$ cat src/rtl/wdt_pkg.sv
`default_nettype none
// ============================================================================
// Module   : wdt_pkg
// Purpose  : Shared constants and types for the watchdog register front-end.
//            Holds the register offsets, the status bit positions and the
//            kick FSM state type.
// Ports    : none (package)
// Revision : 1.0 - initial release
// ============================================================================
package wdt_pkg;

  // Register byte offsets; only bits [3:2] take part in decoding.
  localparam logic [3:0] WDT_CTRL   = 4'h0;
  localparam logic [3:0] WDT_KICK   = 4'h4;
  localparam logic [3:0] WDT_CNT    = 4'h8;
  localparam logic [3:0] WDT_STATUS = 4'hC;

  // Bit positions inside the registers.
  localparam int WDT_CTRL_EN    = 0;
  localparam int WDT_KICK_GO    = 0;
  localparam int WDT_STATUS_TO   = 0;
  localparam int WDT_STATUS_BUSY = 1;

  // Kick FSM: HOLD drives the keep-alive high, GAP guarantees a low period.
  typedef enum logic [1:0] {
    IDLE = 2'd0,
    HOLD = 2'd1,
    GAP  = 2'd2
  } wdt_kick_e;

endpackage
`default_nettype wire

$ cat src/rtl/wdt_sync.sv
`default_nettype none
// ============================================================================
// Module   : wdt_sync
// Purpose  : N-stage single-bit synchronizer with asynchronous reset.
//            Brings a level from a foreign clock domain into clk.
// Ports    : clk  - destination clock
//            rst  - asynchronous active-high reset (all stages cleared)
//            i_d  - asynchronous input level
//            o_q  - synchronized level, STAGES cycles behind i_d
// Revision : 1.0 - initial release
// ============================================================================
module wdt_sync #(
  parameter int STAGES = 2
) (
  input  logic clk,
  input  logic rst,
  input  logic i_d,
  output logic o_q
);

  logic [STAGES-1:0] r_sync;

  always_ff @(posedge clk or posedge rst) begin
    if (rst) begin
      r_sync <= '0;
    end else begin
      r_sync <= {r_sync[STAGES-2:0], i_d};
    end
  end

  assign o_q = r_sync[STAGES-1];

endmodule
`default_nettype wire

$ cat src/rtl/wdt_ctrl.sv
`default_nettype none
// ============================================================================
// Module   : wdt_ctrl
// Purpose  : CPU-side register front-end of the watchdog timer. Provides
//            CTRL/KICK/CNT/STATUS registers, drives WDEN/WDLIVE/WTOCNT and
//            turns the asynchronous WTO timeout into sticky status, a level
//            interrupt and a one-cycle reset request.
// Ports    : clk, rst            - system clock, async active-high reset
//            reg_sel/we/addr/wdata - single-cycle register access
//            reg_rdata/reg_rvalid  - read data, valid one cycle after a read
//            WDEN, WDLIVE, WTOCNT  - control outputs to the timer
//            WTO                   - timeout from the timer (asynchronous)
//            wdt_irq, wdt_rst_req  - interrupt level, reset request pulse
// Revision : 1.0 - initial release
// ============================================================================
module wdt_ctrl
  import wdt_pkg::*;
#(
  parameter int LIVE_HOLD   = 8,
  parameter int SYNC_STAGES = 2
) (
  input  logic        clk,
  input  logic        rst,
  input  logic        reg_sel,
  input  logic        reg_we,
  input  logic [3:0]  reg_addr,
  input  logic [31:0] reg_wdata,
  output logic [31:0] reg_rdata,
  output logic        reg_rvalid,
  output logic        WDEN,
  output logic        WDLIVE,
  output logic [31:0] WTOCNT,
  input  logic        WTO,
  output logic        wdt_irq,
  output logic        wdt_rst_req
);

  localparam logic [7:0] c_HOLD_LOAD = 8'(LIVE_HOLD - 1);

  // --------------------------------------------------------------------------
  // Access decode
  // --------------------------------------------------------------------------
  logic w_wr, w_rd;
  logic w_sel_ctrl, w_sel_kick, w_sel_cnt, w_sel_stat;
  logic w_unused_addr;

  assign w_wr       = reg_sel & reg_we;
  assign w_rd       = reg_sel & ~reg_we;
  assign w_sel_ctrl = (reg_addr[3:2] == WDT_CTRL[3:2]);
  assign w_sel_kick = (reg_addr[3:2] == WDT_KICK[3:2]);
  assign w_sel_cnt  = (reg_addr[3:2] == WDT_CNT[3:2]);
  assign w_sel_stat = (reg_addr[3:2] == WDT_STATUS[3:2]);
  // Byte lanes inside a word are not decoded.
  assign w_unused_addr = ^reg_addr[1:0];

  // --------------------------------------------------------------------------
  // Registers
  // --------------------------------------------------------------------------
  logic        r_en;
  logic [31:0] r_cnt;
  logic        r_to;
  logic        r_wto_d;
  logic        r_rst_req;
  logic [31:0] r_rdata;
  logic        r_rvalid;
  wdt_kick_e   r_state;
  logic [7:0]  r_hold;

  logic        w_en_nxt;
  logic        w_kick;
  logic        w_busy;
  logic        w_wto_s;
  logic        w_wto_rise;
  logic [31:0] w_rdata_nxt;
  wdt_kick_e   w_state_nxt;
  logic [7:0]  w_hold_nxt;

  // EN as it will be next cycle; lets a CTRL write that clears EN abort a
  // kick in the very next cycle rather than one cycle later.
  assign w_en_nxt = (w_wr && w_sel_ctrl) ? reg_wdata[WDT_CTRL_EN] : r_en;
  assign w_busy   = (r_state != IDLE);
  assign w_kick   = w_wr && w_sel_kick && reg_wdata[WDT_KICK_GO] && r_en && !w_busy;

  // --------------------------------------------------------------------------
  // Timeout synchronizer and rising-edge detect
  // --------------------------------------------------------------------------
  wdt_sync #(
    .STAGES (SYNC_STAGES)
  ) u_wto_sync (
    .clk (clk),
    .rst (rst),
    .i_d (WTO),
    .o_q (w_wto_s)
  );

  assign w_wto_rise = w_wto_s & ~r_wto_d;

  // --------------------------------------------------------------------------
  // Read mux (values before any same-cycle update)
  // --------------------------------------------------------------------------
  always_comb begin
    w_rdata_nxt = '0;
    if (w_rd) begin
      if (w_sel_ctrl) begin
        w_rdata_nxt[WDT_CTRL_EN] = r_en;
      end else if (w_sel_cnt) begin
        w_rdata_nxt = r_cnt;
      end else if (w_sel_stat) begin
        w_rdata_nxt[WDT_STATUS_TO]   = r_to;
        w_rdata_nxt[WDT_STATUS_BUSY] = w_busy;
      end
    end
  end

  always_ff @(posedge clk or posedge rst) begin
    if (rst) begin
      r_en      <= 1'b0;
      r_cnt     <= '0;
      r_to      <= 1'b0;
      r_wto_d   <= 1'b0;
      r_rst_req <= 1'b0;
      r_rdata   <= '0;
      r_rvalid  <= 1'b0;
    end else begin
      r_en <= w_en_nxt;
      // The reload count is frozen while the watchdog runs.
      if (w_wr && w_sel_cnt && !r_en) begin
        r_cnt <= reg_wdata;
      end
      // A new timeout edge beats a simultaneous write-1-to-clear.
      if (w_wto_rise) begin
        r_to <= 1'b1;
      end else if (w_wr && w_sel_stat && reg_wdata[WDT_STATUS_TO]) begin
        r_to <= 1'b0;
      end
      r_rst_req <= w_wto_rise & r_en;
      r_wto_d   <= w_wto_s;
      r_rdata   <= w_rdata_nxt;
      r_rvalid  <= w_rd;
    end
  end

  // --------------------------------------------------------------------------
  // Kick FSM
  // --------------------------------------------------------------------------
  always_ff @(posedge clk or posedge rst) begin
    if (rst) begin
      r_state <= IDLE;
      r_hold  <= '0;
    end else begin
      r_state <= w_state_nxt;
      r_hold  <= w_hold_nxt;
    end
  end

  always_comb begin
    w_state_nxt = r_state;
    w_hold_nxt  = r_hold;
    case (r_state)
      IDLE: begin
        if (w_kick) begin
          w_state_nxt = HOLD;
          w_hold_nxt  = c_HOLD_LOAD;
        end
      end
      HOLD: begin
        if (r_hold == 8'd0) begin
          w_state_nxt = GAP;
          w_hold_nxt  = c_HOLD_LOAD;
        end else begin
          w_hold_nxt = r_hold - 8'd1;
        end
      end
      GAP: begin
        if (r_hold == 8'd0) begin
          w_state_nxt = IDLE;
        end else begin
          w_hold_nxt = r_hold - 8'd1;
        end
      end
      default: begin
        w_state_nxt = IDLE;
        w_hold_nxt  = '0;
      end
    endcase
    // Disabling the watchdog abandons any kick in progress.
    if (!w_en_nxt) begin
      w_state_nxt = IDLE;
      w_hold_nxt  = '0;
    end
  end

  // --------------------------------------------------------------------------
  // Outputs
  // --------------------------------------------------------------------------
  assign WDEN        = r_en;
  assign WDLIVE      = (r_state == HOLD);
  assign WTOCNT      = r_cnt;
  assign wdt_irq     = r_to;
  assign wdt_rst_req = r_rst_req;
  assign reg_rdata   = r_rdata;
  assign reg_rvalid  = r_rvalid;

endmodule
`default_nettype wire

$ cat config.mk
export PLATFORM = sky130hd
export DESIGN_NAME = wdt_ctrl
export DESIGN_NICKNAME = d
export VERILOG_FILES = /design/src/rtl/wdt_pkg.sv /design/src/rtl/wdt_sync.sv /design/src/rtl/wdt_ctrl.sv
export SDC_FILE = /design/constraint.sdc
export NUM_CORES = 1
export LEC_CHECK = 0
export ABC_AREA = 1
export BUFFER_PORTS_ARGS = -buffer_cell sky130_fd_sc_hd__buf_2
export CORE_AREA = 2 2 84 86
export CTS_BUF_LIST = sky130_fd_sc_hd__clkbuf_16
export CTS_CLUSTER_DIAMETER = 80
export DETAILED_ROUTE_END_ITERATION = 8
export DIE_AREA = 0 0 86 88
export GPL_TIMING_DRIVEN = 0
export PLACE_DENSITY = 0.78
export SYNTH_ARGS = -nofsm -noshare
export SYNTH_HDL_FRONTEND = slang
export SYNTH_SLANG_ARGS = --single-unit
$ cat constraint.sdc
create_clock -name clk -period 2.5 [get_ports clk]
set_input_delay 0.125 -clock clk [delete_from_list [all_inputs] [get_ports clk]]
set_output_delay 0.125 -clock clk [all_outputs]
set_load 0.03 [all_outputs]
# Word level (Yosys, flattened, before mapping)
# Cells that the tools add are included.
classes:
  add_sub_neg: 1
  n_eq_ne: 9
  mux: 19
  bitwise: 6
  n_reduce_logical: 18
ops:
  columns: ["cell", "count"]
  rows:
  - ["$mux W32", 1]
  - ["$mux W8", 4]
  - ["$mux W31", 1]
  - ["$mux W30", 1]
  - ["$pmux W8 S3", 1]
  - ["$mux W2", 6]
  - ["$logic_and A1 B1 Y1", 9]
  - ["$ne A3 B3 Y1 const B", 3]
  - ["$logic_not A8 Y1", 1]
  - ["$sub A8 B1 Y8 const B", 1]
  - ["$eq A2 B2 Y1 const B", 3]
  - ["$pmux W2 S3", 1]
  - ["$and A1 B1 Y1", 4]
  - ["$eq A2 B1 Y1 const B", 2]
  - ["$logic_not A2 Y1", 2]
  - ["$mux W1", 4]
  - ["$reduce_bool A2 Y1", 2]
  - ["$ne A3 B2 Y1 const B", 1]
  - ["$reduce_and A3 Y1", 1]
  - ["$logic_not A1 Y1", 2]
  - ["$not A1 Y1", 2]
  - ["$reduce_and A2 Y1", 1]
word_totals:
  register_bits: 81
  output_inout_bits: 69

# Logic depth before layout (Yosys ltp)
logic_depth:
  word_depth: 8
  depth_mapped: 11
  ltp_nobuf: 11

# Modules after synthesis
# A second synthesis with hierarchy kept.
unflattened:
  cells_unflattened: 296
  area_unflattened_um2: 3260.6
by_module_without_submodules:
  columns: ["module", "n_inst", "cells_each", "area_each_um2"]
  rows:
  - ["wdt_ctrl", 1, 293, 3206.8]
  - ["wdt_sync", 1, 3, 53.8]

# Worst setup path before layout
# Ideal clock, no wire load.
synth_path:
  path_type: "reg-to-reg"
  start: "register r_en, in the netlist WDEN"
  end: "register r_cnt[10], in the netlist WTOCNT[10]"
  setup_time_ns: 0.125
  t_arrival_ns: 1.288
  required_ns: 2.375
  slack_ns: 1.087
  stages_incl_launch_ff: 5
  path_cell_list: "dfrtp_1 -> inv_1 -> nand3_4 -> buf_6 -> mux2_4"
synth_via:
  elab_chain_len: 2
synth_lines:
  columns: ["element", "line_no", "rtl"]
  rows:
  - ["start: declaration", "wdt_ctrl.sv:59", "logic r_en;"]
  - ["start signal: assignment", "wdt_ctrl.sv:125", "r_en <= w_en_nxt;"]
  - ["$logic_not A1 Y1", "wdt_ctrl.sv:127", "if (w_wr && w_sel_cnt && !r_en) begin"]
  - ["$logic_and A1 B1 Y1", "wdt_ctrl.sv:127", null]
  - ["end signal: assignment", "wdt_ctrl.sv:128", "r_cnt <= reg_wdata;"]
  - ["end: declaration", "wdt_ctrl.sv:60", "logic [31:0] r_cnt;"]
# No other way between the ends.
# A chain may end at the register's enable or synchronous reset.

# Final worst setup path
layout_path:
  start: "register r_hold[0]"
  end: "register r_hold[4]"
layout_via:
  elab_chain_len: 4
  elab_cells_between_ends: 8
  cone_classes: "add/sub: 1; eq/ne: 1; mux: 4; reduce/logical: 2"
layout_lines:
  columns: ["element", "line_no", "rtl"]
  rows:
  - ["start: declaration", "wdt_ctrl.sv:67", "logic [7:0] r_hold;"]
  - ["start signal: assignment", "wdt_ctrl.sv:152", "r_hold <= w_hold_nxt;"]
  - ["$sub A8 B1 Y8 or $logic_not A8 Y1 (tied branches)", null, null]
  - ["$mux W8 (on tied branches)", "wdt_ctrl.sv:175, wdt_ctrl.sv:167", null]
  - ["$pmux W8 S3", "wdt_ctrl.sv:159", "case (r_state)"]
  - ["$mux W8", "wdt_ctrl.sv:187", "if (!w_en_nxt) begin"]
# Several ways; a longest one is shown, not always the timed one. The select of a mux whose other input is x is not followed.

==> reports/summary.md <==
For the post-CTS resize count, the log shows 0. The async set-reset flop share out of synthesis works out to 100%. Max-cap violations in this run came to 0. The largest single stage delay on the critical path is 0.39 ns. Dividing the detail-routed wire length by the instance count gives 13.9 um. The synthesized design spends more area on one cell type than any other, namely dfrtp_1.

The number of buffers added on ports is 107, and the number of cell instances on the worst register-to-register path is 8. The initial core utilization was 48.6%; the number of enable-type register cells in the synthesized netlist was 0. Fill cells in the final layout number 541.

The first detailed-routing pass took 4 iterations. For the synthesized netlist net count, the log shows 331. Summed over its instances, the top area cell type makes up 62.8% of the synthesized netlist area. In this run the vertical extent of the chip is 88 um. The worst setup path is of the reg2reg kind. The worst path needs 1.55 ns of the cycle, external delays included.

The logs give 0 for the count of endpoints failing hold in the final timing report and 2.33 nW for the leakage power of the design. After synthesis, the most frequently instantiated cells are dfrtp_1, nand2_1, nor2_1. The completed layout was analyzed and its total power is 0.00374 W. The slowest stage of the critical path is the dfrtp_1 cell. Buffering stage count on the worst path with inverters included: 1. The cell count after synthesis came out at 289. Entering global routing, the biggest net connects 58 pins. The congestion estimate from routability-driven global placement came to 0.784. For this block, the routed nets add up to 6860 um of wire. For the post-route cell area, the log shows 4210 um^2.

The floorplan has 30 rows. IR analysis of the VDD net gives a maximum drop of 0.572 mV. By area the synthesized netlist is led by dfrtp_1, mux2_4, nand2_1. The length of routed wiring on met1 was 2880 um; the total of warnings raised by yosys was 0.

TritonCTS built the clock tree. Walking the worst path, the cells encountered are inv_1 -> ha_1 -> nand2_1 -> nor2_1 -> nand3_1 -> nand2_2 -> nand2_1 -> o21ai_0. Clock latency on the worst-skew pair, taken at its later pin, is 0.33 ns. The sort of element at the end of the critical path was a flop. Dividing the final minimum period by the clock period gives 62.1%.

Counting buffers and inverters, the worst setup path is 8 cells deep. For this run, design rule violations remaining after detail routing come to 0. Routed signal wires occupy layers up through met4. The post-synthesis register bit count was 81; the placeable core region was 6640 um^2. The die covers 7570 um^2. The data required time of the critical path was 2.74 ns. In the synthesized netlist the dominant register cell turns out to be dfrtp_1. The most critical setup path has its startpoint at r_hold[0]. Grouping stages by cell kind, the critical path spends the most delay in simple AND/OR/NAND/NOR gates. The library cell with the highest instance count after synthesis was dfrtp_1. Setup violations remaining at the end of the flow were counted as 0. The transition at the pin with the smallest max-transition slack works out to 0.473 ns. The run gives 0 as the count of pins over their slew limit. The number of antenna diodes in the final layout is 0. The tools report the startpoint of the most critical register-to-register path as r_hold[0]. For this run, the register share of the synthesized area comes to 62.8%.

After global routing the overflow that remains totals 0. In this run the cell area measured after placement is 3890 um^2. In this run the worst path has a maximum fanout of 10. The clock edge transition at the registers on the reported setup and hold paths was 0.06 ns; the total instance count after detailed placement was 477. Summed over all nets, wire length on met2 after detailed routing comes to 3350 um. The relative max-transition margin is 68.4%, and the sum of met3 wire segment lengths after detailed routing is 567 um.

From synthesis to final layout, the design area changed by 30.4%. For the HPWL after detailed placement, the log shows 4970 um. The clock tree root driver cell was clkbuf_16.

The mean post-synth cell area was 11.2 um^2; the fraction of layout instances using a drive strength above 1 was 37.6%. At the worst endpoint, the arrival time is 1.79 ns. The distinct cell type count after synthesis is 24, and the power per cell area is 887 nW/um^2. Timing would allow up to 644 MHz.

Area of the mapped netlist: 3230 um^2. For the number of antenna violations at the first check in global routing, the log shows 0. Following the worst setup path forward leads to its endpoint at r_hold[4]. The run gives 2,404 as the number of global-route vias before repair. The tools report the startpoint type of the worst setup path as a flop. Cell seen most often among critical-path stages: nand2_1. The tools report the number of DRC markers after the initial detailed-route iteration as 93. Number of top-level pins: 110.

After detailed routing, the number of vias per cell comes to 4.77. In the global route stage, overall resource usage came out at 19.4%. The capture point of the worst reg-to-reg path is r_hold[4]. For this design, the sink count on the clock tree is 81. Wire length of the first global-routing pass: 11,200 um.

The number of buffers on the longest clock path was 2. The horizontal die dimension is 86 um. The run finished with clean final reports.

The filler-free cell count of the finished design was 495. The tightest min-delay check is of the in2reg type. For the final database, setup skew stands at 0.00578 ns. Cell depth of the worst hold path: 2.

The count of nets left with antenna violations once routing finished came out at 0. The via count is 2,362, and the CTS buffer count is 9. Setup repair after global routing left no endpoint under its margin. The number of H-tree levels is 3, and the net total in the final layout is 452. The worst register-to-register path has a setup slack of 0.95 ns.
==> cell families (layout without fill, tap and decap cells) <==
family / Yosys count / count (layout) / share of synthesized area (%)
AO/OA/AOI/OAI: 16 / 16 / 2.52
XOR/XNOR: 6 / 6 / 1.63
adder cells (fa/ha/maj): 1 / 1 / 0.388
buffers and inverters: 30 / 156 / 4.19
flip-flops: 81 / 81 / 62.8
multiplexers: 29 / 29 / 12.4
AND/OR/NAND/NOR: 126 / 126 / 16.0
==> metal layers <==
layer / vias to the layer above / track usage [%]
met1: 1118 / 23.3
li1: 1160 / -
met3: 8 / 8.20
met5: - / 0
met4: 0 / 6.35
met2: 76 / 32.0
==> flip-flops by register name, indices dropped and copies added (netlist names), 2 cells and up <==
signal / cells
WTOCNT: 32
reg_rdata: 32
r_state: 2
u_wto_sync.r_sync: 2
r_hold: 8
==> worst register-to-register path: stages (launching register included) <==
cell and delay, ns:
dfrtp_1 0.39, inv_1 0.09, ha_1 0.22, nand2_1 0.11, nor2_1 0.18, nand3_1 0.13, nand2_2 0.19, nand2_1 0.07
o21ai_0 0.08
==> stage by stage <==
stage / hold WS (ns) / setup TNS, ns / worst slack (ns) / utilization, %
4_1_cts: 0.000908 / 0 / 0.943 / 63.4
6_report: 0.0141 / 0 / 0.947 / 63.4
3_3_place_gp: 0.234 / -41.70 / -0.518 / 58.2
3_5_place_dp: 0.125 / 0 / 0.983 / 58.6
5_1_grt: 0.0117 / 0 / 0.780 / 63.4
2_1_floorplan: 0.156 / 0 / 0.295 / -
==> worst min-delay path by stage <==
stage / from / slack (ns) / to
after floorplan: WTO / 0.16 / u_wto_sync.r_sync[0]
after global placement: WTO / 0.23 / u_wto_sync.r_sync[0]
after detailed placement: rst / 0.13 / reg_rdata[31]
after CTS: reg_wdata[2] / 0.0009 / WTOCNT[2]
after global routing: reg_wdata[1] / 0.01 / WTOCNT[1]
final: reg_wdata[3] / 0.01 / WTOCNT[3]
==> repair_timing <==
item / 4_1_cts / 5_1_grt
setup buffers: 0 / 0
hold buffers: 2 / 0
endpoints found under the hold margin: 25 / 0
==> power by group <==
group / total (W) / switching [W] / internal (W) / leakage (nW)
clock network: 0.00128 / 0.000511 / 0.000773 / 0.145
registers: 0.00158 / 0.000115 / 0.00147 / 1.04
logic: 0.000872 / 0.000552 / 0.000320 / 1.14
==> layout make-up <==
type | instances | area, um^2 | area share (%)
Clock inverter | 7 | 71.3 | 1.69
Buffer | 9 | 56.3 | 1.34
Inverter | 21 | 81.3 | 1.93
Timing Repair Buffer | 110 | 583 | 13.8
Sequential cell | 81 | 2030 | 48.1
Multi-Input combinational cell | 178 | 1070 | 25.3
Tap cell | 80 | 100 | 2.38
Clock buffer | 9 | 225 | 5.35
==> layout by cell type (no fill, tap or decap), types with 3 or more instances in the layout <==
cell type  netlist  final
a21oi_1          4      4
buf_2            0    107
buf_6            3      3
clkbuf_1         5      5
clkbuf_16        0      9
dfrtp_1         81     81
inv_1           20     20
mux2_1           4      4
mux2_2           5      5
mux2_4          20     20
nand2_1         63     63
nand3_1          7      7
nor2_1          44     44
nor3_1           5      5
o21ai_0         11     11
xor2_1           4      4
No activity file was read; power rests on OpenSTA's default activity.
